`src/rtl/spi_meas_pkg.sv`:
```
// Shared encodings and widths for the measurement SPI reader.
package spi_meas_pkg;

  localparam int WORD_W = 24;
  localparam int BYTE_W = 8;

  localparam logic [7:0] CMD_READ_MEAS = 8'h01;

  localparam logic [2:0] ST_IDLE     = 3'd0;
  localparam logic [2:0] ST_CS_SETUP = 3'd1;
  localparam logic [2:0] ST_CMD      = 3'd2;
  localparam logic [2:0] ST_DATA     = 3'd3;
  localparam logic [2:0] ST_CS_HOLD  = 3'd4;
  localparam logic [2:0] ST_GAP      = 3'd5;

endpackage

```
`src/rtl/spi_meas_reader_sck_gen.sv`:
```
// SCK divider: down-counter reloads at terminal count; ticks alternate rise/fall
// while sck_en is high, otherwise SCK is parked low.
module spi_sck_gen #(
  parameter int CLK_DIV = 3
) (
  input  logic clk_12mhz,
  input  logic rst_sync,
  input  logic en,
  input  logic sck_en,
  output logic tick,
  output logic rise_tick,
  output logic fall_tick,
  output logic sck
);

  localparam int CNT_W = (CLK_DIV > 2) ? $clog2(CLK_DIV) : 1;
  localparam logic [CNT_W-1:0] CNT_LOAD = CNT_W'(CLK_DIV - 1);

  logic [CNT_W-1:0] cnt_q, cnt_d;
  logic             sck_q, sck_d;

  assign tick      = en && (cnt_q == '0);
  assign rise_tick = tick && sck_en && !sck_q;
  assign fall_tick = tick && sck_en && sck_q;
  assign sck       = sck_q;

  always_comb begin
    cnt_d = cnt_q;
    sck_d = sck_q;
    if (!en || tick) begin
      cnt_d = CNT_LOAD;
    end else begin
      cnt_d = cnt_q - 1'b1;
    end
    if (!sck_en) begin
      sck_d = 1'b0;
    end else if (tick) begin
      sck_d = ~sck_q;
    end
  end

  always_ff @(posedge clk_12mhz) begin
    if (rst_sync) begin
      cnt_q <= CNT_LOAD;
      sck_q <= 1'b0;
    end else begin
      cnt_q <= cnt_d;
      sck_q <= sck_d;
    end
  end

endmodule

```
`src/rtl/spi_meas_reader.sv`:
```
// SPI mode-0 master: one command byte out, then n_words 24-bit words in
// (LSB byte first, MSB bit first within each byte).
//
// state     | meaning
// ----------+-----------------------------------------------
// IDLE      | waiting for start, CS high, busy low
// CS_SETUP  | CS low, SCK parked low for one half-period
// CMD       | 8 SCK periods shifting the command byte out
// DATA      | 8*WORD_BYTES*N SCK periods shifting MISO in
// CS_HOLD   | SCK low one half-period before CS rises
// GAP       | CS high for GAP_CYCLES, then back to IDLE
module spi_meas_reader
  import spi_meas_pkg::*;
#(
  parameter int CLK_DIV    = 3,
  parameter int WORD_BYTES = 3,
  parameter int GAP_CYCLES = 6
) (
  input  logic                clk_12mhz,
  input  logic                rst_sync,
  input  logic                start,
  input  logic [7:0]          cmd,
  input  logic [3:0]          n_words,
  output logic                spi_clk,
  output logic                spi_mosi,
  input  logic                spi_miso,
  output logic                spi_cs,
  output logic                busy,
  output logic [WORD_W-1:0]   data_out,
  output logic                data_valid,
  output logic                done
);

  localparam int BC_W = (WORD_BYTES > 1) ? $clog2(WORD_BYTES) : 1;
  localparam int GW   = (GAP_CYCLES > 1) ? $clog2(GAP_CYCLES) : 1;
  localparam logic [BC_W-1:0] BYTE_LAST = BC_W'(WORD_BYTES - 1);
  localparam logic [GW-1:0]   GAP_LOAD  = GW'(GAP_CYCLES - 1);

  logic [2:0]        state_q, state_d;
  logic              cs_q, cs_d;
  logic              busy_q, busy_d;
  logic              mosi_q, mosi_d;
  logic              done_q, done_d;
  logic              dv_q, dv_d;
  logic [WORD_W-1:0] data_out_q, data_out_d;
  logic [WORD_W-1:0] acc_q, acc_d;
  logic [6:0]        cmd_sh_q, cmd_sh_d;
  logic [6:0]        byte_sh_q, byte_sh_d;
  logic [2:0]        bit_cnt_q, bit_cnt_d;
  logic [BC_W-1:0]   byte_cnt_q, byte_cnt_d;
  logic [3:0]        word_cnt_q, word_cnt_d;
  logic [GW-1:0]     gap_cnt_q, gap_cnt_d;
  logic              miso_meta_q, miso_sync_q;
  logic [1:0]        rise_dly_q, rise_dly_d;

  logic              tick, rise_tick, fall_tick, sck;
  logic              div_en, sck_en, sample;
  logic [7:0]        byte_next;
  logic [WORD_W-1:0] word_next;

  assign div_en = (state_q != ST_IDLE);
  assign sck_en = (state_q == ST_CMD) || (state_q == ST_DATA);
  // Rising tick delayed to line up with the 2-FF synchronizer latency.
  assign sample = rise_dly_q[1];

  spi_sck_gen #(.CLK_DIV(CLK_DIV)) u_sck_gen (
    .clk_12mhz (clk_12mhz),
    .rst_sync  (rst_sync),
    .en        (div_en),
    .sck_en    (sck_en),
    .tick      (tick),
    .rise_tick (rise_tick),
    .fall_tick (fall_tick),
    .sck       (sck)
  );

  always_comb begin
    state_d    = state_q;
    cs_d       = cs_q;
    busy_d     = busy_q;
    mosi_d     = mosi_q;
    done_d     = 1'b0;
    dv_d       = 1'b0;
    data_out_d = data_out_q;
    acc_d      = acc_q;
    cmd_sh_d   = cmd_sh_q;
    byte_sh_d  = byte_sh_q;
    bit_cnt_d  = bit_cnt_q;
    byte_cnt_d = byte_cnt_q;
    word_cnt_d = word_cnt_q;
    gap_cnt_d  = gap_cnt_q;
    rise_dly_d = {rise_dly_q[0], rise_tick && (state_q == ST_DATA)};
    byte_next  = {byte_sh_q, miso_sync_q};
    word_next  = acc_q;

    case (state_q)
      ST_IDLE: begin
        if (start) begin
          state_d    = ST_CS_SETUP;
          cs_d       = 1'b0;
          busy_d     = 1'b1;
          mosi_d     = cmd[7];
          cmd_sh_d   = cmd[6:0];
          word_cnt_d = (n_words == 4'd0) ? 4'd1 : n_words;
          bit_cnt_d  = 3'd0;
          byte_cnt_d = '0;
        end
      end
      ST_CS_SETUP: begin
        if (tick) state_d = ST_CMD;
      end
      ST_CMD: begin
        if (fall_tick) begin
          bit_cnt_d = bit_cnt_q + 3'd1;
          if (bit_cnt_q == 3'd7) begin
            mosi_d  = 1'b0;
            state_d = ST_DATA;
          end else begin
            mosi_d   = cmd_sh_q[6];
            cmd_sh_d = {cmd_sh_q[5:0], 1'b0};
          end
        end
      end
      ST_DATA: begin
        if (fall_tick) begin
          bit_cnt_d = bit_cnt_q + 3'd1;
          if (bit_cnt_q == 3'd7) begin
            if (byte_cnt_q == BYTE_LAST) begin
              byte_cnt_d = '0;
              word_cnt_d = word_cnt_q - 4'd1;
              if (word_cnt_q == 4'd1) state_d = ST_CS_HOLD;
            end else begin
              byte_cnt_d = byte_cnt_q + 1'b1;
            end
          end
        end
      end
      ST_CS_HOLD: begin
        if (tick) begin
          cs_d      = 1'b1;
          done_d    = 1'b1;
          gap_cnt_d = GAP_LOAD;
          state_d   = ST_GAP;
        end
      end
      ST_GAP: begin
        if (gap_cnt_q == '0) begin
          busy_d  = 1'b0;
          state_d = ST_IDLE;
        end else begin
          gap_cnt_d = gap_cnt_q - 1'b1;
        end
      end
      default: state_d = ST_IDLE;
    endcase

    // The sample point never trails the falling tick, so counters still name the bit.
    if (sample) begin
      byte_sh_d = byte_next[6:0];
      if (bit_cnt_q == 3'd7) begin
        word_next[byte_cnt_q*BYTE_W +: BYTE_W] = byte_next;
        acc_d = word_next;
        if (byte_cnt_q == BYTE_LAST) begin
          data_out_d = word_next;
          dv_d       = 1'b1;
        end
      end
    end
  end

  always_ff @(posedge clk_12mhz) begin
    if (rst_sync) begin
      state_q     <= ST_IDLE;
      cs_q        <= 1'b1;
      busy_q      <= 1'b0;
      mosi_q      <= 1'b0;
      done_q      <= 1'b0;
      dv_q        <= 1'b0;
      data_out_q  <= '0;
      acc_q       <= '0;
      cmd_sh_q    <= '0;
      byte_sh_q   <= '0;
      bit_cnt_q   <= '0;
      byte_cnt_q  <= '0;
      word_cnt_q  <= '0;
      gap_cnt_q   <= '0;
      miso_meta_q <= 1'b0;
      miso_sync_q <= 1'b0;
      rise_dly_q  <= '0;
    end else begin
      state_q     <= state_d;
      cs_q        <= cs_d;
      busy_q      <= busy_d;
      mosi_q      <= mosi_d;
      done_q      <= done_d;
      dv_q        <= dv_d;
      data_out_q  <= data_out_d;
      acc_q       <= acc_d;
      cmd_sh_q    <= cmd_sh_d;
      byte_sh_q   <= byte_sh_d;
      bit_cnt_q   <= bit_cnt_d;
      byte_cnt_q  <= byte_cnt_d;
      word_cnt_q  <= word_cnt_d;
      gap_cnt_q   <= gap_cnt_d;
      miso_meta_q <= spi_miso;
      miso_sync_q <= miso_meta_q;
      rise_dly_q  <= rise_dly_d;
    end
  end

  assign spi_clk    = sck;
  assign spi_mosi   = mosi_q;
  assign spi_cs     = cs_q;
  assign busy       = busy_q;
  assign data_out   = data_out_q;
  assign data_valid = dv_q;
  assign done       = done_q;

endmodule

```
`config.mk`:
```
export PLATFORM = sky130hd
export DESIGN_NAME = spi_meas_reader
export DESIGN_NICKNAME = d
export VERILOG_FILES = /design/src/rtl/spi_meas_pkg.sv /design/src/rtl/spi_meas_reader_sck_gen.sv /design/src/rtl/spi_meas_reader.sv
export SDC_FILE = /design/constraint.sdc
export NUM_CORES = 1
export LEC_CHECK = 0
export CAP_MARGIN = 20
export CORE_ASPECT_RATIO = 1.5
export CORE_UTILIZATION = 44
export DETAILED_ROUTE_END_ITERATION = 6
export HOLD_SLACK_MARGIN = 0.12
export PLACE_DENSITY = 0.79
export SLEW_MARGIN = 0
export SYNTH_ARGS = -nofsm -noshare
export SYNTH_HDL_FRONTEND = slang
export SYNTH_SLANG_ARGS = --single-unit
```
`constraint.sdc`:
```
create_clock -name clk_12mhz -period 1.75 [get_ports clk_12mhz]
set_input_delay 0.2625 -clock clk_12mhz [delete_from_list [all_inputs] [get_ports clk_12mhz]]
set_output_delay 0.2625 -clock clk_12mhz [all_outputs]
set_load 0.02 [all_outputs]
```
## Yosys cells after proc, flatten, opt, wreduce, memory -nomap -nowiden

Cells that the tools add are included.

- $add $sub $neg: 6
- Equality and inequality tests: 21
- Shift-type cells: 2
- Muxes and demuxes: 44
- Bitwise operators: 5
- Reductions and logical operators: 36

Operator list:

| cell | number |
|---|---|
| two-way mux 3 bit | 13 |
| negator 5 -> 34 bit | 1 |
| variable shift 8 x 34 -> 24 bit, first input constant | 1 |
| variable part select 8 x 34 -> 24 bit | 1 |
| bitwise mux 24 bit | 1 |
| two-way mux 7 bit | 3 |
| two-way mux 4 bit | 5 |
| one-hot mux 3 bit (6 select lines) | 1 |
| AND reduction 3 bit | 6 |
| != test 2 x 1 -> 1 bit, second input constant | 7 |
| one-hot mux 7 bit (2 select lines) | 1 |
| != test 2 bit, second input constant | 6 |
| one-hot mux 3 bit (2 select lines) | 2 |
| nonzero test 2 bit | 6 |
| AND reduction 10 bit | 1 |
| equality test 3 bit, second input constant | 3 |
| two-way mux 1 bit | 9 |
| two-way mux 2 bit | 4 |
| one-hot mux 4 bit (2 select lines) | 1 |
| AND reduction 4 bit | 2 |
| OR reduction 2 bit | 4 |
| equality test 3 x 2 -> 1 bit, second input constant | 2 |
| zero test 3 bit | 2 |
| one-hot mux 1 bit (2 select lines) | 3 |
| 19 further kinds | 29 |

- Flip-flop bits (word level): 89
- Output and inout port bits: 30
- Word-level logic and storage cells: 133

## Logic depth before layout (Yosys ltp)

Gate-level depths: netlist (run 1).

- Depth in word-level cells: 6
- Mapped depth: 8
- Mapped depth without buffers: 7

## Modules after synthesis

From an unflattened synthesis (run 1), not the netlist that was laid out.

- Cell total of the unflattened synthesis: 454
- Area, all modules: 4137.7 um^2

Modules (own cells, without submodules):

| module | times used | cells an instance | area an instance (um^2) | seq. area each (um^2) |
|---|---|---|---|---|
| spi_meas_reader | 1 | 438 | 3985.1 | 1721.7 |
| spi_sck_gen | 1 | 16 | 152.6 | 60.1 |

## Worst setup path before layout (run 1)

Ideal clock, no wire load.

- Kind: reg-to-reg
- From: register byte_cnt_q[0]
- To: register data_out_q[20] (netlist: data_out[20])
- Library setup time: 86 ps
- Data arrival time: 1621 ps
- Required time: 1664 ps
- Path slack: 43 ps
- Cell stages (with the launch flop): 6
- Buffers on the path: 0
- Period minus slack after synthesis: 1707 ps
- Cells stage by stage: dfxtp_1 > inv_1 > ha_1 > nor4b_2 > a221oi_1 > a211oi_1

- Cells in the longest elaborated chain, start to end: 3

RTL lines:

| element | line | RTL |
|---|---|---|
| start, declared | spi_meas_reader.sv:50 | `logic [BC_W-1:0] byte_cnt_q, byte_cnt_d;` |
| start signal, assigned | spi_meas_reader.sv:202 | `byte_cnt_q <= byte_cnt_d;` |
| negator 5 -> 34 bit | spi_meas_reader.sv:161 | `word_next[byte_cnt_q*BYTE_W +: BYTE_W] = byte_next;` |
| variable part select 8 x 34 -> 24 bit or variable shift 8 x 34 -> 24 bit (tied branches) | spi_meas_reader.sv:161 |  |
| bitwise mux 24 bit | spi_meas_reader.sv:161 |  |
| end signal, assigned | spi_meas_reader.sv:197 | `data_out_q <= data_out_d;` |
| end, declared | spi_meas_reader.sv:45 | `logic [WORD_W-1:0] data_out_q, data_out_d;` |

Several ways; a longest one is shown, not always the timed one.
A chain may end at the register's enable or synchronous reset.

## Final worst setup path (run 1)

- From: register bit_cnt_q[0]
- To: register state_q[0]

- Cells in the longest elaborated chain, start to end: 3

RTL lines:

| element | line | RTL |
|---|---|---|
| start, declared | spi_meas_reader.sv:49 | `logic [2:0] bit_cnt_q, bit_cnt_d;` |
| start signal, assigned | spi_meas_reader.sv:201 | `bit_cnt_q <= bit_cnt_d;` |
| equality test 3 bit * | spi_meas_reader.sv:115, spi_meas_reader.sv:127 |  |
| != test 2 x 1 -> 1 bit (no line) | - |  |
| AND reduction 10 bit (no line) * | - |  |
| end signal, assigned | spi_meas_reader.sv:191 | `state_q <= state_d;` |
| end, declared | spi_meas_reader.sv:39 | `logic [2:0] state_q, state_d;` |

Mark *: on every way between the ends. The rest lies on a longest branch, timed or not.

==> reports/qor.yml, run 1 <==
outcome: "finished clean"
rsz0062_at_grt: "yes"
post_drt_wl_per_cell_um: 15.0
fin_crit_ns: 1.72
antennaDiodeCount: 0
globalRoute.totalOverflow: 0
yosys_warnings: 0
fillers: 751
path_buf_inv: 1
multi_input_area_um2: 2070
crit_family: "compound AO/OA/AOI/OAI gates"
startpoint_type: "flip-flop"
grt_pass1_wl_um: 14600
netlist_area_um2: 3990
detailed_place_hpwl_um: 6290
path_cells: "ha_1, ha_2, nand2_1, a31o_1, a211oi_4, buf_4, a311oi_2"
clk_latency_ns: 0.34
synthTopCellsByArea: "dfxtp_1 45%, a211oi_1 9.4%, nor2_1 7.0%"
path_max_fanout: 4
fin_crit_sh_pct: 98.3
maxCapViolCount: 0
area_growth_pct: 30.4
routed_wl_um: 9250
critPathSlowestCell: "a211oi_4"
drv_slew: 0
post-route-drc-count: 0
power_density_nw_per_um2: 1100
hold_viol: 0
cts_tree: "built"
synthesis.nets: 469
max_stage_delay_ns: 0.35
grt_pass1_vias: 3288
clock_sinks: 89
fin_util_pct: 58.9
fmax_ghz: 0.582
clockBufferDepth: 2
htreeDepth: 3
p_total_w: 0.00570
gp_congestion: 0.868
seqCellArea_um2: 1790
cts-root-buf: "clkbuf_16"
antenna_left: 0
fp-row-count: 42
layout_common_cells: "83 x dfxtp_1, 74 x nor2_1, 48 x a211oi_1"
syn-instance-count: 441
seq_area_frac_synth_pct: 44.7
antenna_found_initial: 0
avgSynthCellArea_um2: 9.04
port_buffers: 45
nNetsFinal: 530
synth_seq_cells: 89
yosys.area.top_type_share_pct: 44.7
grt_start_max_net_pins: 46
design.core.area_um2: 8830
via_count: 3478
relSlewSlack_pct: 60.1
cts.clk_slew.worst_paths_ns: 0.06
synthArstFlopShare_pct: 0
end_kind: "flip-flop"
synth_edf_count: 0
drt-initial-drc-count: 182
synth_top_area_cell: "dfxtp_1"
tightestPinTransition_ns: 0.598
whs_ns: 0.416
synth.distinct_cells: 55
drt_first_pass_iters: 6
die_w_um: 79.7
die_h_um: 119
synth-main-ff-cell: "dfxtp_1"
grtUsageTotal_pct: 19.4
num_io_pins: 46
setup_viol: 0
final_common_cell: "dfxtp_1"
crit_type: "flip-flop to flip-flop"
worstHoldPathType: "input port to flip-flop"
peakVddDrop_uv: 812
numCtsBuffers: 9
skew_ns: 0.00558
drive_gt1_share_pct: 19.1
p_leak_nw: 1.79
initial_core_util_pct: 45.2
avgViaCountPerCell: 5.64
crit_arrival_ns: 1.91
die_area_um2: 9450
crit_required_ns: 1.94
[layer usage]
metal	track usage, %	vias to the layer above	wire (um)
li1	-	1690	-
met1	21.1	1679	3610
met2	35.8	87	5110
met3	3.78	22	279
met4	7.27	0	244
met5	0	-	0
[through the flow]
stage,setup TNS [ns],cell area [um^2],setup WS [ns],cells
finish,0,5200,0.0305,617
global route,-0.0712,5200,-0.0369,617
CTS,0,5040,0.0000633,613
detailed placement,-0.143,4670,-0.0614,597
global placement,-0.0137,4670,-0.0137,597
floorplan,0,3990,0.0432,441
[cell usage after synthesis, types with 6 or more instances]
library cell,n
dfxtp_1,89
nor2_1,74
inv_1,10
nand3_1,9
buf_2,10
o21ai_0,6
a211oi_1,50
clkbuf_1,14
nor2b_1,23
nor3_1,10
ha_1,12
nand2_1,22
mux2i_1,7
a21oi_1,36
[worst paths after layout]
check	slack [ns]	end	from	cells past startpoint
worst min-delay path	0.42	u_sck_gen.sck	rst_sync	2
worst max-delay path	0.03	state_q[0]	bit_cnt_q[0]	7
worst max register to register	0.03	state_q[0]	bit_cnt_q[0]	7
worst min register to register	0.43	u_sck_gen.cnt_q[0]	u_sck_gen.cnt_q[0]	1
[layout make-up]
type | instances | share of cell area (%)
multi-input cells | 308 | 39.8
flip-flops and latches | 89 | 34.4
repair buffers | 83 | 15.7
clock buffers | 11 | 4.67
well taps | 110 | 2.65
clock inverters | 5 | 1.97
inverters | 11 | 0.794
[sequential cells by signal, summed over array words and instances (netlist names), 2 cells and up]
name	cells
acc_q	24
bit_cnt_q	3
byte_cnt_q	2
byte_sh_q	7
cmd_sh_q	7
data_out	24
gap_cnt_q	3
rise_dly_q	2
state_q	3
u_sck_gen.cnt_q	2
word_cnt_q	4
[report_power, final]
group / leakage, nW / total, W / switching (W) / internal [W]
clock network: 0.166 / 0.00221 / 0.000774 / 0.00143
logic: 0.904 / 0.00120 / 0.000607 / 0.000592
registers: 0.723 / 0.00229 / 0.000135 / 0.00216
total: 1.79 / 0.00570 / 0.00152 / 0.00418
[cell families after synthesis]
family	Yosys count	synth area share, %
AOI/OAI and AO/OA	117	21.0
xor gates and xnor gates	2	0.440
adders and majority gates	12	3.77
buffers and inverters	44	6.21
DFF	89	44.7
muxes	7	1.76
and+or+nand+nor	170	22.1
[what timing repair did]
item                                    CTS  global route
pin swaps                                 2            14
hold buffers                              0             0
setup buffers                             0             2
resized for setup                         7            22
cloned                                    0             2
endpoints found under the setup margin    7            54
No activity file was read; power rests on OpenSTA's default activity.
==> inputs of run 2 (changes only) <==
--- a/config.mk
+++ b/config.mk
@@ -7,10 +7,11 @@
 export LEC_CHECK = 0
 export CAP_MARGIN = 20
 export CORE_ASPECT_RATIO = 1.5
-export CORE_UTILIZATION = 44
+export CORE_MARGIN = 3
+export CORE_UTILIZATION = 50
 export DETAILED_ROUTE_END_ITERATION = 6
 export HOLD_SLACK_MARGIN = 0.12
-export PLACE_DENSITY = 0.79
+export PLACE_DENSITY = 0.86
 export SLEW_MARGIN = 0
 export SYNTH_ARGS = -nofsm -noshare
 export SYNTH_HDL_FRONTEND = slang
==> run 2 against run 1 <==
Fmax is 1.0% higher. Worst setup slack better by 0.018 ns. Design area down 0.34%. Combinational power up 3%.
==> reports/qor.yml, run 2 (synthesis results as in run 1) <==
dpl_worst_slack_ns: -0.121
worstHoldPathType: "input port to flip-flop"
grt_pass1_vias: 3448
die_w_um: 78.9
clock_sinks: 89
maxCapViolCount: 0
fin_crit_ns: 1.70
htreeDepth: 3
gr-usage-met3_pct: 4.00
numCtsBuffers: 9
path_max_fanout: 9
port_buffers: 45
place_area_um2: 4650
end_kind: "output port"
crit_required_ns: 1.49
max_stage_delay_ns: 0.65
crit_type: "flip-flop to output port"
postLayoutSetupSlackWorst_ns: 0.0480
tightestPinTransition_ns: 0.565
p_leak_nw: 1.78
clk_latency_ns: 0.34
crit_family: "buffers and inverters"
skew_ns: 0.00562
drt-initial-drc-count: 216
use_met1_pct: 22.7
via_count: 3477
detailed_place_hpwl_um: 6340
fp-row-count: 39
antennaDiodeCount: 0
cts_tree: "built"
initial_core_util_pct: 51.7
routed_wl_um: 9550
path_cells: "clkdlybuf4s50_1"
drv_slew: 0
post-route-drc-count: 0
num_io_pins: 46
outcome: "finished clean"
die_area_um2: 9100
grt_start_max_net_pins: 46
avgViaCountPerCell: 5.69
power_density_nw_per_um2: 1040
grt_pass1_wl_um: 15400
setup_viol: 0
rsz0062_at_grt: "yes"
critPathSlowestCell: "clkdlybuf4s50_1"
cts-root-buf: "clkbuf_16"
final_common_cell: "dfxtp_1"
globalRoute.totalOverflow: 0
startpoint_type: "flip-flop"
path_buf_inv: 1
area_growth_pct: 30.0
die_h_um: 115
relSlewSlack_pct: 62.3
fin_crit_sh_pct: 97.3
clockBufferDepth: 2
drive_gt1_share_pct: 21.2
layout_common_cells: "81 x dfxtp_1, 73 x nor2_1, 46 x a211oi_1"
cts.clk_slew.worst_paths_ns: 0.06
fmax_ghz: 0.588
stdcell_area_um2: 5180
nNetsFinal: 532
peakVddDrop_uv: 650
fin_util_pct: 67.2
crit_arrival_ns: 1.44
grtUsageTotal_pct: 21.2
ctsHoldBuffers: 0
grt.met2_usage_pct: 39.0
gp_congestion: 0.869
antenna_found_initial: 0
post_drt_wl_per_cell_um: 15.6
antenna_left: 0
grt_most_used_layer: "met2"
hold_viol: 0
design.core.area_um2: 7710
drt_first_pass_iters: 4
==> run 2: cell count changes in the layout (fill, tap and decap cells not counted), moves of 3 or more <==
| cell | delta |
|---|---|
| clkbuf_8 | +3 |
| ha_1 | -3 |
| bufinv_16 | -3 |
| buf_4 | +4 |
==> run 2: layout make-up <==
| class | count | area [um^2] |
|---|---|---|
| sequential | 89 | 1790 |
| clock inverter | 2 | 10.0 |
| fill | 655 | 2530 |
| tap | 102 | 128 |
| inverter | 11 | 41.3 |
| multi-input combinational | 308 | 2130 |
| timing repair buffer | 85 | 801 |
| clock buffer | 14 | 284 |
==> run 2: worst paths after layout <==
check                                        start                 end  slack [ns]  depth (start not counted)
worst max-delay path                 u_sck_gen.sck             spi_clk        0.05                          1
worst min register to register  u_sck_gen.cnt_q[0]  u_sck_gen.cnt_q[0]        0.43                          1
worst min-delay path                      rst_sync       u_sck_gen.sck        0.40                          2
worst max register to register       byte_cnt_q[0]          state_q[0]        0.05                          7
==> run 2: stage by stage <==
| step | TNS (ns) | hold slack (ns) | power (W) | cells |
|---|---|---|---|---|
| 2_1_floorplan | 0 | 0.391 | 0.00308 | 441 |
| 3_3_place_gp | -0.0641 | 0.407 | 0.00333 | 590 |
| 3_5_place_dp | -0.459 | 0.419 | 0.00340 | 590 |
| 4_1_cts | -0.00225 | 0.377 | 0.00529 | 607 |
| 5_1_grt | -0.0217 | 0.439 | 0.00567 | 611 |
| 6_report | 0 | 0.397 | 0.00540 | 611 |
==> run 2: repair_timing <==
action,in CTS,in global routing
gates cloned,0,1
resized for setup,10,31
pin swaps,1,9
buffers inserted,1,3
endpoints found under the setup margin,18,56
==> run 2: power breakdown <==
group	total, W	switching [W]	leakage (nW)	internal, W
registers	0.00231	0.000150	0.724	0.00216
clock network	0.00186	0.000747	0.149	0.00111
logic	0.00124	0.000631	0.906	0.000607
total	0.00540	0.00153	1.78	0.00388
==> run 2: per-layer routing <==
layer | routed length [um] | vias up | share of wire [%]
li1 | - | 1693 | -
met1 | 3670 | 1667 | 38
met2 | 5230 | 88 | 55
met3 | 334 | 29 | 3.5
met4 | 316 | 0 | 3.3
met5 | 0 | - | 0
==> inputs of run 3 (changes only) <==
--- a/config.mk
+++ b/config.mk
@@ -12,7 +12,6 @@
 export DETAILED_ROUTE_END_ITERATION = 6
 export HOLD_SLACK_MARGIN = 0.12
 export PLACE_DENSITY = 0.86
-export SLEW_MARGIN = 0
 export SYNTH_ARGS = -nofsm -noshare
 export SYNTH_HDL_FRONTEND = slang
 export SYNTH_SLANG_ARGS = --single-unit
==> results of run 3 <==
Same layout as run 2: the final DEF is identical, and so are final timing and power.
